[config.mk]
export PLATFORM = sky130hd
export DESIGN_NAME = board_data_ctrl
export DESIGN_NICKNAME = d
export VERILOG_FILES = /design/src/rtl/board_data_ctrl.sv
export SDC_FILE = /design/constraint.sdc
export NUM_CORES = 1
export LEC_CHECK = 0
export ABC_AREA = 1
export CAP_MARGIN = 25
export CORE_MARGIN = 10
export CORE_UTILIZATION = 55
export CTS_BUF_LIST = sky130_fd_sc_hd__clkbuf_16
export DETAILED_ROUTE_END_ITERATION = 10
export GPL_TIMING_DRIVEN = 0
export PLACE_DENSITY = 0.78
export SYNTH_ARGS = -nofsm -noshare
export SYNTH_HDL_FRONTEND = slang
export SYNTH_SLANG_ARGS = --single-unit
[constraint.sdc]
create_clock -name clk -period 8.7 [get_ports clk]
set_clock_uncertainty 0.05 [all_clocks]
set_input_delay 2.175 -clock clk [delete_from_list [all_inputs] [get_ports clk]]
set_output_delay 2.175 -clock clk [all_outputs]
set_load 0.05 [all_outputs]
[src/rtl/board_data_ctrl.sv]
// Board input controller: synchronises and debounces push-buttons, turns clean
// press edges (plus inc/dec auto-repeat) into commands on a display register,
// and drives the display enable.
module board_data_ctrl #(
    parameter int DATA_W          = 32,
    parameter int NBTN            = 6,
    parameter int DEBOUNCE_CYCLES = 200000,
    parameter int STEP            = 1,
    parameter int REPEAT_DELAY    = 10000000,
    parameter int REPEAT_PERIOD   = 2000000
) (
    input  logic              clk,
    input  logic              rst,
    input  logic [DATA_W-1:0] sw,
    input  logic [NBTN-1:0]   btn,
    output logic [DATA_W-1:0] data,
    output logic              disp_en,
    output logic [NBTN-1:0]   btn_level,
    output logic [NBTN-1:0]   btn_pulse,
    output logic              wrap
);

    // Debounce counter sized to hold DEBOUNCE_CYCLES; it flips the level on
    // the clock that would take it to DEBOUNCE_CYCLES, so the last stored
    // value is DEBOUNCE_CYCLES-1.
    localparam int               CNT_W    = $clog2(DEBOUNCE_CYCLES + 1);
    localparam logic [CNT_W-1:0] CNT_LAST = CNT_W'(DEBOUNCE_CYCLES - 1);

    // Repeat timer counts clocks since the press pulse (or since the last
    // repeat event) and must reach the larger of the two intervals.
    localparam int RPT_MAX = (REPEAT_DELAY > REPEAT_PERIOD) ? REPEAT_DELAY : REPEAT_PERIOD;
    localparam int TMR_W   = $clog2(RPT_MAX + 1);
    localparam logic             RPT_EN     = (REPEAT_DELAY != 0);
    localparam logic [TMR_W-1:0] TMR_DELAY  = TMR_W'(REPEAT_DELAY);
    localparam logic [TMR_W-1:0] TMR_PERIOD = TMR_W'(REPEAT_PERIOD);

    localparam logic [DATA_W-1:0] STEP_V = DATA_W'(STEP);

    logic [NBTN-1:0]   sync1_r;
    logic [NBTN-1:0]   sync2_r;
    logic [CNT_W-1:0]  db_cnt_r [NBTN];
    logic [NBTN-1:0]   level_d_r;

    // Index 0 follows the increment button, index 1 the decrement button.
    logic [TMR_W-1:0]  tmr_r [2];
    logic [1:0]        rpt_first_r;
    logic [1:0]        rpt_act_r;
    logic [1:0]        rep_ev_s;

    logic              inc_s;
    logic              dec_s;
    logic [DATA_W:0]   sum_s;
    logic [DATA_W:0]   diff_s;
    logic [DATA_W-1:0] data_nx_s;
    logic              wrap_nx_s;

    // Two-flop synchroniser bringing each raw button into the clk domain.
    always_ff @(posedge clk or posedge rst) begin
        if (rst) begin
            sync1_r <= '0;
            sync2_r <= '0;
        end else begin
            sync1_r <= btn;
            sync2_r <= sync1_r;
        end
    end

    // Per-button debounce: count consecutive disagreeing samples, flip level when the run is long enough.
    always_ff @(posedge clk or posedge rst) begin
        if (rst) begin
            for (int i = 0; i < NBTN; i++) begin
                db_cnt_r[i] <= '0;
            end
            btn_level <= '0;
        end else begin
            for (int i = 0; i < NBTN; i++) begin
                if (sync2_r[i] == btn_level[i]) begin
                    db_cnt_r[i] <= '0;
                end else if (db_cnt_r[i] == CNT_LAST) begin
                    db_cnt_r[i]  <= '0;
                    btn_level[i] <= ~btn_level[i];
                end else begin
                    db_cnt_r[i] <= db_cnt_r[i] + CNT_W'(1);
                end
            end
        end
    end

    // Rising-edge detector on the debounced levels; pulse appears the clock after the level rises.
    always_ff @(posedge clk or posedge rst) begin
        if (rst) begin
            level_d_r <= '0;
            btn_pulse <= '0;
        end else begin
            level_d_r <= btn_level;
            btn_pulse <= btn_level & ~level_d_r;
        end
    end

    // Repeat event decode: fires when the held timer hits the first delay, then each period.
    always_comb begin
        rep_ev_s = 2'b00;
        for (int j = 0; j < 2; j++) begin
            if (rpt_act_r[j] && btn_level[2+j]) begin
                if (rpt_first_r[j]) begin
                    rep_ev_s[j] = (tmr_r[j] == TMR_DELAY);
                end else begin
                    rep_ev_s[j] = (tmr_r[j] == TMR_PERIOD);
                end
            end else begin
                rep_ev_s[j] = 1'b0;
            end
        end
    end

    // Auto-repeat timers for inc/dec: armed by the press pulse, cleared when the level drops.
    always_ff @(posedge clk or posedge rst) begin
        if (rst) begin
            for (int j = 0; j < 2; j++) begin
                tmr_r[j] <= '0;
            end
            rpt_first_r <= 2'b00;
            rpt_act_r   <= 2'b00;
        end else begin
            for (int j = 0; j < 2; j++) begin
                if (btn_pulse[2+j]) begin
                    tmr_r[j]       <= TMR_W'(1);
                    rpt_first_r[j] <= 1'b1;
                    rpt_act_r[j]   <= RPT_EN;
                end else if (!btn_level[2+j]) begin
                    tmr_r[j]       <= '0;
                    rpt_first_r[j] <= 1'b0;
                    rpt_act_r[j]   <= 1'b0;
                end else if (rep_ev_s[j]) begin
                    tmr_r[j]       <= TMR_W'(1);
                    rpt_first_r[j] <= 1'b0;
                end else if (rpt_act_r[j]) begin
                    tmr_r[j] <= tmr_r[j] + TMR_W'(1);
                end else begin
                    tmr_r[j] <= tmr_r[j];
                end
            end
        end
    end

    // Command arbitration: load > clear > inc/dec > rotate; inc with dec together cancels.
    always_comb begin
        inc_s     = btn_pulse[2] | rep_ev_s[0];
        dec_s     = btn_pulse[3] | rep_ev_s[1];
        sum_s     = {1'b0, data} + {1'b0, STEP_V};
        diff_s    = {1'b0, data} - {1'b0, STEP_V};
        data_nx_s = data;
        wrap_nx_s = 1'b0;
        if (btn_pulse[0]) begin
            data_nx_s = sw;
        end else if (btn_pulse[5]) begin
            data_nx_s = '0;
        end else if (inc_s && dec_s) begin
            data_nx_s = data;
        end else if (inc_s) begin
            data_nx_s = sum_s[DATA_W-1:0];
            wrap_nx_s = sum_s[DATA_W];
        end else if (dec_s) begin
            data_nx_s = diff_s[DATA_W-1:0];
            wrap_nx_s = diff_s[DATA_W];
        end else if (btn_pulse[4]) begin
            data_nx_s = {data[DATA_W-2:0], data[DATA_W-1]};
        end else begin
            data_nx_s = data;
        end
    end

    // Display register and one-clock wrap flag, updated the clock after the command.
    always_ff @(posedge clk or posedge rst) begin
        if (rst) begin
            data <= '0;
            wrap <= 1'b0;
        end else begin
            data <= data_nx_s;
            wrap <= wrap_nx_s;
        end
    end

    // Display enable toggles on every btn[1] press, independent of data commands.
    always_ff @(posedge clk or posedge rst) begin
        if (rst) begin
            disp_en <= 1'b1;
        end else if (btn_pulse[1]) begin
            disp_en <= ~disp_en;
        end else begin
            disp_en <= disp_en;
        end
    end

endmodule
==> impl_metrics.json <==
{
  "synth_warnings": 0,
  "routedWlPerCell_um": 15.4,
  "rsz0062_at_grt": "no",
  "syn_avg_cell_area_um2": 6.99,
  "finalWirelength_mm": 37.9,
  "max_freq_ghz": 0.240,
  "synth_ff_type": "dfrtp_1",
  "post_cts_resized": 0,
  "critPathSlowestCell": "clkdlybuf4s50_1",
  "clkPwrFrac_pct": 49.2,
  "synth_cell_types": 45,
  "max_slew_margin_pct": 39.2,
  "ant_nets": 0,
  "async_flop_share_pct": 100,
  "antenna_found_initial": 1,
  "worst-path-max-fanout": 8,
  "ys_ff_latch": 224,
  "final_cells": 2453,
  "die_x_um": 179,
  "nNetsFinal": 2156,
  "leakage_nw": 7.55,
  "synthCells": 1989,
  "cts_sinks": 224,
  "path_buf_inv": 1,
  "outcome": "finished clean",
  "hold_viol_final": 0,
  "power_frac_comb_pct": 3.1,
  "path_clk_slew_ns": 0.06,
  "area_delta_synth_final_pct": 15.7,
  "synth_compound_area_share_pct": 5.27,
  "grt_pass1_vias": 13000,
  "cts-root-buf": "clkbuf_16",
  "power_density_nw_per_um2": 138,
  "die-area_um2": 32000,
  "tritoncts.num_buffers": 26,
  "timing.rr.start": "btn_pulse[0]$_DFF_PP0_",
  "io_buffers": 85,
  "p_int_w": 0.00172,
  "worst_pin_slew_ns": 0.902,
  "max_cap_viol_count": 0,
  "synth.net_count": 2041,
  "overflow": 0,
  "clk_latency_ns": 0.56,
  "cp-endpoint": "btn_level[2]",
  "critPathLaunch": "btn_level[2]$_DFFE_PP0P_",
  "r2r_cells": 9,
  "grt_pass1_wl_mm": 63.1,
  "finalCriticalPeriod_ns": 4.16,
  "crit_path_start_kind": "flop",
  "cts_tree": "built",
  "routabilityCongestion": 1.01,
  "grt_max_degree": 91,
  "drc": 0,
  "cts_setup_buffers": 0,
  "hold-worst-slack_ns": 0.300,
  "dr.pass1.iters": 6,
  "slew_violations": 0,
  "via_count": 13400,
  "drive_gt1_share_pct": 5.42,
  "vdd.ir_drop.worst_mv": 0.171,
  "cp_cell_sequence": "clkdlybuf4s50_1",
  "start_util_pct": 55.5,
  "p_switching_w": 0.000506,
  "slowest_delay_ns": 0.87,
  "cts_max_level": 1,
  "ios": 86,
  "synth_fa_ha_area_share_pct": 1.08,
  "placeableCoreArea_um2": 25000,
  "placedCellCount": 2406,
  "dp_hpwl_mm": 28.2,
  "critPathCaptureType": "primary output",
  "crit_required_ns": 6.48,
  "synth_edf_count": 0,
  "syn_area_um2": 13900,
  "yosysSeqAreaShare_pct": 40.3,
  "fin_crit_sh_pct": 47.8,
  "muxShareOfSynthArea_pct": 0.243,
  "ctsHoldBuffers": 0,
  "rows": 58,
  "cp.arrival_ns": 1.93,
  "rrSetupSlack_ns": 6.02,
  "synthXorXnorAreaFrac_pct": 5.99,
  "hold_path_depth": 0,
  "viasPerCell": 5.45,
  "cp_top_family": "buffers and inverters",
  "clock_path_buffers": 3,
  "cp.depth": 1,
  "die_height_um": 179,
  "finalSetupViolCount": 0,
  "power_frac_seq_pct": 47.7,
  "yosys.area_share.simple_pct": 39.2,
  "setup.worst_path.class": "flop to primary output",
  "drtIter0Drc": 1239,
  "setup_tns_ns": 0,
  "grtUsageTotal_pct": 23.8,
  "hold_path_class": "flop to flop",
  "worstReg2RegEnd": "data[19]$_DFFE_PP0P_",
  "synth_top_family_by_area": "simple AND/OR/NAND/NOR gates",
  "p_sw_share_pct": 22.8
}
-- Yosys cell counts, types with 3 or more instances --
master,instances,share of area (%)
nor4b_1,4,0.25
a21oi_1,74,2.7
or2_0,5,0.23
nand3_1,176,6.3
nor3b_1,15,0.81
buf_2,25,0.90
inv_2,3,0.081
o21ai_0,33,1.2
nand2_1,541,15
o21a_1,8,0.43
nor2_1,333,9.0
buf_4,6,0.32
ha_1,12,1.1
nor3_1,60,2.2
nor2_2,11,0.50
xor2_1,76,4.8
nor4_1,17,0.77
or3b_1,4,0.25
inv_1,205,5.5
clkbuf_1,29,0.78
mux2_2,3,0.24
a211oi_1,3,0.16
nor3_2,4,0.29
nand4_1,61,2.7
nand3b_1,5,0.27
dfrtp_1,223,40
a31oi_1,9,0.41
or2_2,6,0.27
xnor2_1,19,1.2
-- layout by cell type, fill, tap and decap left out, types with 17 or more instances in the layout --
| master | netlist | layout |
|---|---|---|
| buf_2 | 25 | 25 |
| a21oi_1 | 74 | 74 |
| dfrtp_1 | 223 | 223 |
| nor3_1 | 60 | 60 |
| clkbuf_1 | 29 | 29 |
| nand2_1 | 541 | 541 |
| o21ai_0 | 33 | 33 |
| inv_1 | 205 | 208 |
| nor4_1 | 17 | 17 |
| clkdlybuf4s50_1 | 0 | 85 |
| nand3_1 | 176 | 176 |
| xor2_1 | 76 | 76 |
| xnor2_1 | 19 | 19 |
| clkbuf_16 | 0 | 26 |
| nand4_1 | 61 | 61 |
| nor2_1 | 333 | 333 |
-- per-layer routing --
layer	global-route usage [%]	routed length [um]
met3	4.00	2740
met2	39.4	17700
met4	10.1	1680
met5	0	0
met1	30.2	15700
-- registers in the layout, summed over array words and instances, names as in the netlist --
name         count
rpt_first_r      2
sync2_r          6
db_cnt_r       108
wrap             1
level_d_r        6
rpt_act_r        2
data            32
btn_level        6
disp_en          1
tmr_r           48
sync1_r          6
btn_pulse        6
-- power groups by stage --
stage           logic, W  clock network, W  registers (W)
2_1_floorplan  0.0000359                 0        0.00108
3_3_place_gp   0.0000646                 0        0.00108
3_5_place_dp   0.0000698                 0        0.00108
4_1_cts        0.0000711           0.00112        0.00106
5_1_grt        0.0000780           0.00116        0.00106
6_report       0.0000690           0.00109        0.00106
-- through the flow --
stage | cell area (um2) | total power, W | util (%) | worst slack, ns
floorplan | 13900 | 0.00111 | - | 0.342
finish | 16100 | 0.00222 | 64.3 | 4.54
global route | 16100 | 0.00230 | 64.3 | 4.49
global placement | 15200 | 0.00114 | 60.6 | -2.40
detailed placement | 15200 | 0.00115 | 60.8 | 4.78
CTS | 16100 | 0.00225 | 64.3 | 4.52
-- worst reg2reg max path, cell delays in order, from the launching register on --
cell and delay [ns]:
dfrtp_1 0.41, clkbuf_1 0.53, nor2_2 0.28, inv_1 0.25, clkbuf_1 0.59, a21oi_1 0.10, nand2_1 0.16, nand2_1 0.07
nand2_1 0.05, nand2_1 0.05
-- worst min-delay path by stage --
stage	startpoint	endpoint	slack [ns]
after global routing	sync1_r[1]$_DFF_PP0_	sync2_r[1]$_DFF_PP0_	0.32
after detailed placement	sync1_r[1]$_DFF_PP0_	sync2_r[1]$_DFF_PP0_	0.29
after floorplan	sync1_r[0]$_DFF_PP0_	sync2_r[0]$_DFF_PP0_	0.28
final	sync1_r[1]$_DFF_PP0_	sync2_r[1]$_DFF_PP0_	0.30
after global placement	sync1_r[3]$_DFF_PP0_	sync2_r[3]$_DFF_PP0_	0.28
after CTS	sync1_r[0]$_DFF_PP0_	sync2_r[0]$_DFF_PP0_	0.30
-- logic make-up after synthesis --
kind of cell	Yosys count
buffers and inverters	272
and+or+nand+nor	1250
adders and majority gates	12
AOI/OAI and AO/OA	133
xor gates and xnor gates	95
muxes	3
DFF	224
-- layout make-up --
| type | instances | area [um2] |
|---|---|---|
| Fill cell | 2275 | 8950 |
| Sequential cell | 224 | 5610 |
| Timing Repair Buffer | 87 | 906 |
| Multi-Input combinational cell | 1493 | 7190 |
| Antenna cell | 1 | 2.50 |
| Tap cell | 330 | 413 |
| Inverter | 209 | 792 |
| Buffer | 63 | 317 |
| Clock buffer | 26 | 651 |
| Clock inverter | 20 | 209 |
Note: power is estimated with default switching activity, not from simulation.
